## config.mk

```make
export PLATFORM = sky130hd
export DESIGN_NAME = wb_ctrl
export DESIGN_NICKNAME = d
export VERILOG_FILES = /design/src/rtl/wb_ctrl.sv
export SDC_FILE = /design/constraint.sdc
export NUM_CORES = 1
export LEC_CHECK = 0
export CORE_MARGIN = 2
export CORE_UTILIZATION = 55
export CTS_BUF_LIST = sky130_fd_sc_hd__clkbuf_8
export DETAILED_ROUTE_END_ITERATION = 6
export PLACE_DENSITY = 0.92
export SKIP_LAST_GASP = 1
export SLEW_MARGIN = 40
export SYNTH_ARGS = -nofsm -noshare
export SYNTH_HDL_FRONTEND = slang
export SYNTH_SLANG_ARGS = --single-unit
```

## constraint.sdc

```tcl
create_clock -name clk -period 7.2 [get_ports clk]
set_input_delay 0.72 -clock clk [delete_from_list [all_inputs] [get_ports clk]]
set_output_delay 0.72 -clock clk [all_outputs]
set_load 0.01 [all_outputs]
```

## src/rtl/wb_ctrl.sv

```systemverilog
// Writeback sequencer: counts PE output bytes into 64-bit words and steers word writes to the two BRAM32k ports.
// Latency: write enable and address appear 2 cycles after the cycle that accepts lane 7; done follows 1 cycle after the last write.
// Backpressure: none; sum_valid is accepted whenever RUN is active. Bytes arriving outside RUN are dropped and raise sticky err.
module wb_ctrl (
  input  logic        clk,
  input  logic        rst,
  input  logic        start,
  input  logic [3:0]  layer,
  input  logic [11:0] base_addr,
  input  logic [11:0] word_cnt,
  input  logic        sum_valid,
  output logic        wb_en,
  output logic [2:0]  lane,
  output logic        we_BRAM32k_1,
  output logic        we_BRAM32k_2,
  output logic [11:0] addr_BRAM32k_1,
  output logic [11:0] addr_BRAM32k_2,
  output logic        busy,
  output logic        done,
  output logic        err
);

  typedef enum logic [1:0] {
    IDLE  = 2'd0,
    RUN   = 2'd1,
    DRAIN = 2'd2,
    DONE  = 2'd3
  } state_t;

  state_t      state_q;
  state_t      state_d;

  // Job context captured at start. Layer is only needed as "single port"
  // versus "ping-pong between ports", so only that bit is kept.
  logic        split_q;
  logic [11:0] base_q;
  logic [11:0] cnt_q;
  logic [11:0] word_q;
  logic [2:0]  lane_q;
  logic        drain_q;
  logic        err_q;

  logic        legal_layer;
  logic        load;
  logic        accept;
  logic        err_set;
  logic        word_done;
  logic [11:0] word_offs;

  // Stage 1 of the write pipeline; stage 2 is the output registers.
  logic        s1_vld;
  logic        s1_port2;
  logic [11:0] s1_addr;

  assign legal_layer = (layer != 4'd0) && (layer <= 4'd5);
  assign word_done   = accept && (lane_q == 3'd7);
  // Split layers place two consecutive words at the same address on
  // alternate ports, so the address advances every other word.
  assign word_offs   = split_q ? {1'b0, word_q[11:1]} : word_q;
  assign lane        = lane_q;
  assign err         = err_q;

  // State register; reset drops straight back to IDLE.
  always_ff @(posedge clk or negedge rst) begin
    if (!rst) begin
      state_q <= IDLE;
    end else begin
      state_q <= state_d;
    end
  end

  // Next-state and control decode.
  always_comb begin
    state_d = state_q;
    wb_en   = 1'b0;
    busy    = 1'b0;
    done    = 1'b0;
    load    = 1'b0;
    accept  = 1'b0;
    err_set = 1'b0;
    case (state_q)
      IDLE: begin
        if (start) begin
          if (legal_layer) begin
            load    = 1'b1;
            state_d = RUN;
          end else begin
            err_set = 1'b1;
          end
        end
        if (sum_valid) begin
          err_set = 1'b1;
        end
      end
      RUN: begin
        busy = 1'b1;
        if (cnt_q == 12'd0) begin
          // Empty job: nothing to collect, go straight to drain.
          state_d = DRAIN;
          if (sum_valid) begin
            err_set = 1'b1;
          end
        end else begin
          wb_en  = sum_valid;
          accept = sum_valid;
          if (sum_valid && (lane_q == 3'd7) && (word_q == cnt_q - 12'd1)) begin
            state_d = DRAIN;
          end
        end
      end
      DRAIN: begin
        busy = 1'b1;
        if (sum_valid) begin
          err_set = 1'b1;
        end
        if (drain_q) begin
          state_d = DONE;
        end
      end
      DONE: begin
        busy    = 1'b1;
        done    = 1'b1;
        state_d = IDLE;
        if (sum_valid) begin
          err_set = 1'b1;
        end
      end
      default: begin
        state_d = IDLE;
      end
    endcase
  end

  // Job context, byte lane and word counter.
  always_ff @(posedge clk or negedge rst) begin
    if (!rst) begin
      split_q <= 1'b0;
      base_q  <= 12'd0;
      cnt_q   <= 12'd0;
      word_q  <= 12'd0;
      lane_q  <= 3'd0;
    end else if (load) begin
      split_q <= (layer != 4'd1);
      base_q  <= base_addr;
      cnt_q   <= word_cnt;
      word_q  <= 12'd0;
      lane_q  <= 3'd0;
    end else if (accept) begin
      lane_q <= lane_q + 3'd1;
      if (lane_q == 3'd7) begin
        word_q <= word_q + 12'd1;
      end
    end
  end

  // Two-cycle drain timer: first DRAIN cycle arms it, second one exits.
  always_ff @(posedge clk or negedge rst) begin
    if (!rst) begin
      drain_q <= 1'b0;
    end else begin
      drain_q <= (state_q == DRAIN) && !drain_q;
    end
  end

  // Sticky error; a stray byte in the same cycle as a start still wins.
  always_ff @(posedge clk or negedge rst) begin
    if (!rst) begin
      err_q <= 1'b0;
    end else if (err_set) begin
      err_q <= 1'b1;
    end else if (load) begin
      err_q <= 1'b0;
    end
  end

  // Pipeline stage 1: capture port and address of the completed word.
  always_ff @(posedge clk or negedge rst) begin
    if (!rst) begin
      s1_vld   <= 1'b0;
      s1_port2 <= 1'b0;
      s1_addr  <= 12'd0;
    end else begin
      s1_vld   <= word_done;
      s1_port2 <= split_q & word_q[0];
      s1_addr  <= base_q + word_offs;
    end
  end

  // Pipeline stage 2: one-cycle write pulses; an idle port keeps its address.
  always_ff @(posedge clk or negedge rst) begin
    if (!rst) begin
      we_BRAM32k_1   <= 1'b0;
      we_BRAM32k_2   <= 1'b0;
      addr_BRAM32k_1 <= 12'd0;
      addr_BRAM32k_2 <= 12'd0;
    end else begin
      we_BRAM32k_1 <= s1_vld & ~s1_port2;
      we_BRAM32k_2 <= s1_vld &  s1_port2;
      if (s1_vld && !s1_port2) begin
        addr_BRAM32k_1 <= s1_addr;
      end
      if (s1_vld && s1_port2) begin
        addr_BRAM32k_2 <= s1_addr;
      end
    end
  end

endmodule

```

# Yosys cells after proc, flatten, opt, wreduce, memory -nomap -nowiden
# Cells that the tools add are included.
# word_totals
regBits	84
input_bits	32
out_inout_bits	33
# classes
add_sub_neg	4
order_cmp	1
n_eq_ne	10
muxes	27
n_bitwise	4
reduce_logical	19
# ops
cell	n
$mux W12	4
$mux W1	14
$add A12 B1 Y12 const B	1
$add A12 B12 Y12	1
$eq A12 B12 Y1	1
$logic_not A12 Y1	1
$sub A12 B1 Y12 const B	1
$mux W2	5
$pmux W2 S4	1
$logic_and A1 B1 Y1	7
$mux W3	2
$ne A2 B2 Y1 const B	3
$reduce_bool A2 Y1	3
$eq A2 B2 Y1 const B	2
$le A4 B3 Y1 const B	1
$ne A4 B1 Y1 const B	1
$reduce_and A4 Y1	1
$reduce_bool A4 Y1	1
$add A3 B1 Y3 const B	1
$and A1 B1 Y1	3
$eq A3 B3 Y1 const B	1
$ne A3 B3 Y1 const B	1
$pmux W1 S3	1
$reduce_or A3 Y1	1
6 further kinds	7

# Depth between registers and ports, before layout
# depth
word_depth	7
ltp_mapped	11
ltp_nobuf	10

# Worst setup path before layout
# No wires, ideal clock.
# synth_path
path_kind	reg2reg
start	register split_q
end	register s1_addr[11]
arrival_ps	2609
t_required_ps	7074
setup_slack_ps	4464
stages_incl_launch_ff	12
path_buffers	2
path_cell_list	dfrtp_1 -> clkbuf_1 -> clkbuf_1 -> mux2i_1 -> inv_1 -> ha_1 -> a21o_1 -> a21oi_1 -> o21a_1 -> o21ai_0 -> and4_1 -> a311o_1
# synth_between
elab_chain_len	2
# synth_lines
element	line	source
from (decl)	35	logic split_q;
from (signal assigned)	143	split_q <= (layer != 4'd1);
$mux W12	59	assign word_offs = split_q ? {1'b0, word_q[11:1]} : word_q;
$add A12 B12 Y12	185	s1_addr <= base_q + word_offs;
to (signal assigned)	185	
to (decl)	53	logic [11:0] s1_addr;
# Every way passes these cells.
# A chain may end at the register's enable or synchronous reset.

# Worst setup path after layout
# layout_path
start	register cnt_q[0]
end	output wb_en
# layout_between
elab_chain_len	3
# layout_lines
element	line	source
from (decl)	37	logic [11:0] cnt_q;
from (signal assigned)	145	cnt_q <= word_cnt;
$logic_not A12 Y1	97	if (cnt_q == 12'd0) begin
$mux W1	97	
$mux W1	81	case (state_q)
to (decl)	12	output logic wb_en,
# Every way passes these cells.

==> impl_metrics.toml <==
[run_status]
outcome = "finished clean"

[job]
max_cap_viol_count = 0

[clocking]
post_cts_buffers = 0
clk_pin_slew_ns = 0.09
cts.sink_count = 84
cts_resized = 0
cts_hold_buf = 0
clk_path_buf_depth = 2
htree_levels = 3
cts_buffers = 9
cts_tree = "built"
clk_latency_ns = 0.37
root_buffer = "clkbuf_8"

[global_routing]
antenna_found_initial = 0
top_usage_layer = "met2"
grt_use_met1 = 0.280
grt_max_degree = 85
grt_pass1_wl_um = 15600
globalRouteOverflowTotal = 0
grt_use_met3 = 0.0522
gr-usage-all-layers = 0.228
use_met2 = 0.388
grt_pass1_vias = 3372

[timing]
clock_skew_ns = 0.00821
max_freq_ghz = 0.295
finalSetupTns_ns = 0
rsz0062_at_grt = "no"
worstMarginPinSlew_ns = 0.736
finalCritPeriodShare = 0.470
max-slew-margin-rel = 0.509
setup_violations = 0
layout_min_cycle_time_ns = 3.39
slew_viol_final = 0
finalHoldViolations = 0

[power]
p_leak_nw = 2.50
p_per_area_nw_per_um2 = 328
p_sw_frac = 0.373
peakVddDrop_mv = 0.222
internal-power_mw = 1.11
p_seq_frac = 0.421
comb_power_share = 0.360
pwr-share-clk = 0.220
switching_power_mw = 0.658

[final_layout]
nFillCells = 579
area_growth_pct = 21.3
layout_commonest_cell = "nand2_1"
stdcell_area_um2 = 5370
diodes = 0
finalNetCount = 557
drive_above_1_share = 0.116
final_cell_mix = "nand2_1, dfrtp_1, clkdlybuf4s50_1, mux2_2, xnor2_1"

[placed_design]
gp_congestion = 0.880
port_buffers = 64
hpwl_um = 6740
place_area_um2 = 5140

[floorplan]
fp-row-count = 32
dieWidth_um = 93.8
start_util = 0.570
coreArea_um2 = 7770
die-area_um2 = 8790
die_y_um = 93.8
pin_count = 65

[detailed_routing]
dr.pass1.iters = 4
via_per_inst = 5.61
ant_nets = 0
drt-total-wl_um = 9210
drt_iter0_drc = 137
avgRoutedWirePerCell_um = 15.1
drc = 0
via_count = 3425

[yosys]
synth_warnings = 0
synth_edf_count = 0
ys_ff_latch = 84
synthFlopType = "dfrtp_1"
synth_top_family_by_area = "simple AND/OR/NAND/NOR gates"
synthMuxAreaShare = 0.0907
syn_inst = 445
syn_avg_cell_area_um2 = 9.96
synthXorXnorAreaFrac = 0.0633
synthArstFlopShare = 1.00
synthSimpleGateAreaFrac = 0.193
ys_seq_area_frac = 0.474
yosys.area_share.adder = 0.0638
synth_fp_nets = 499
synthDistinctLibCells = 50
synth_area_um2 = 4430
synth-compound-area-share = 0.0813

[worst_setup_path]
path_class = "reg -> out"
worst-path-max-fanout = 10
timing.rr.end = "s1_addr[10]$_DFF_PN0_"
required_ns = 6.48
r2r-start = "split_q$_DFFE_PN0P_"
cp-start-kind = "flip-flop"
endpoint_kind = "output pin"
r2r_cells = 10
crit_arrival_ns = 2.67
critPathLaunch = "cnt_q[0]$_DFFE_PN0P_"
rrSetupSlack_ns = 4.24
endpoint = "wb_en"

[hold_path]
hold_path.class = "in -> async"
worst min-delay path by stage:
stage | start | endpoint | depth (start not counted)
2_1_floorplan | drain_q$_DFF_PN0_ | drain_q$_DFF_PN0_ | 1
3_3_place_gp | drain_q$_DFF_PN0_ | drain_q$_DFF_PN0_ | 1
3_5_place_dp | drain_q$_DFF_PN0_ | drain_q$_DFF_PN0_ | 1
4_1_cts | rst | addr_BRAM32k_1[3]$_DFFE_PN0P_ | 1
5_1_grt | rst | addr_BRAM32k_1[3]$_DFFE_PN0P_ | 1
6_report | rst | addr_BRAM32k_1[1]$_DFFE_PN0P_ | 1
metrics by stage:
| stage | utilization | power [mW] | instances | setup WS [ns] | hold slack, ns |
|---|---|---|---|---|---|
| after floorplan | - | 1.17 | 445 | 4.46 | 0.388 |
| after global placement | 0.660 | 1.32 | 594 | 4.33 | 0.398 |
| after detailed placement | 0.662 | 1.37 | 594 | 4.22 | 0.415 |
| after CTS | 0.692 | 1.76 | 610 | 3.80 | 0.415 |
| after global routing | 0.692 | 1.89 | 610 | 3.61 | 0.443 |
| final | 0.692 | 1.76 | 610 | 3.81 | 0.361 |
sequential cells by signal (all words and copies together), names as in the netlist:
signal	cells
addr_BRAM32k_1	12
addr_BRAM32k_2	12
base_q	12
cnt_q	12
drain_q	1
err	1
lane	3
s1_addr	12
s1_port2	1
s1_vld	1
split_q	1
state_q	2
we_BRAM32k_1	1
we_BRAM32k_2	1
word_q	12
cells in the mapped netlist (11+ instances only):
cell type | number | share of area
ha_1 | 21 | 0.059
nor2_1 | 23 | 0.019
nand2_1 | 86 | 0.073
clkbuf_1 | 15 | 0.013
mux2_2 | 33 | 0.084
inv_1 | 19 | 0.016
o21ai_0 | 19 | 0.021
xnor2_1 | 23 | 0.045
a21oi_1 | 13 | 0.015
dfrtp_1 | 84 | 0.47
nor3_1 | 11 | 0.012
cell type report:
type,count,area (um^2),area share
multi-input cells,324,2190,0.408
clock inverters,7,108,0.0200
flip-flops and latches,84,2100,0.391
clock buffers,9,124,0.0231
inverters,19,71.3,0.0133
well taps,102,128,0.0238
repair buffers,65,649,0.121
power groups by stage:
stage	logic, mW	registers (mW)	clock network (mW)
final	0.634	0.742	0.387
after global routing	0.705	0.762	0.418
after CTS	0.632	0.740	0.393
after detailed placement	0.625	0.749	0
after global placement	0.585	0.734	0
after floorplan	0.469	0.698	0
cell families after synthesis:
family,after synthesis
AOI/OAI and AO/OA,57
xor gates and xnor gates,32
adders and majority gates,22
buffers and inverters,37
DFF,84
muxes,36
and+or+nand+nor,177
routing by layer:
layer | part of all wire | up-vias
li1 | - | 1636
met4 | 0.026 | 0
met3 | 0.049 | 21
met5 | 0 | -
met2 | 0.50 | 101
met1 | 0.42 | 1667
worst max-delay path, cell delays in order (launching register included):
cell,delay [ns]
dfrtp_1,0.46
inv_1,0.14
ha_1,0.15
nor4b_1,0.40
a41oi_2,0.34
nand2_1,0.24
inv_1,0.09
clkdlybuf4s50_1,0.48
No activity file was read; power rests on OpenSTA's default activity.
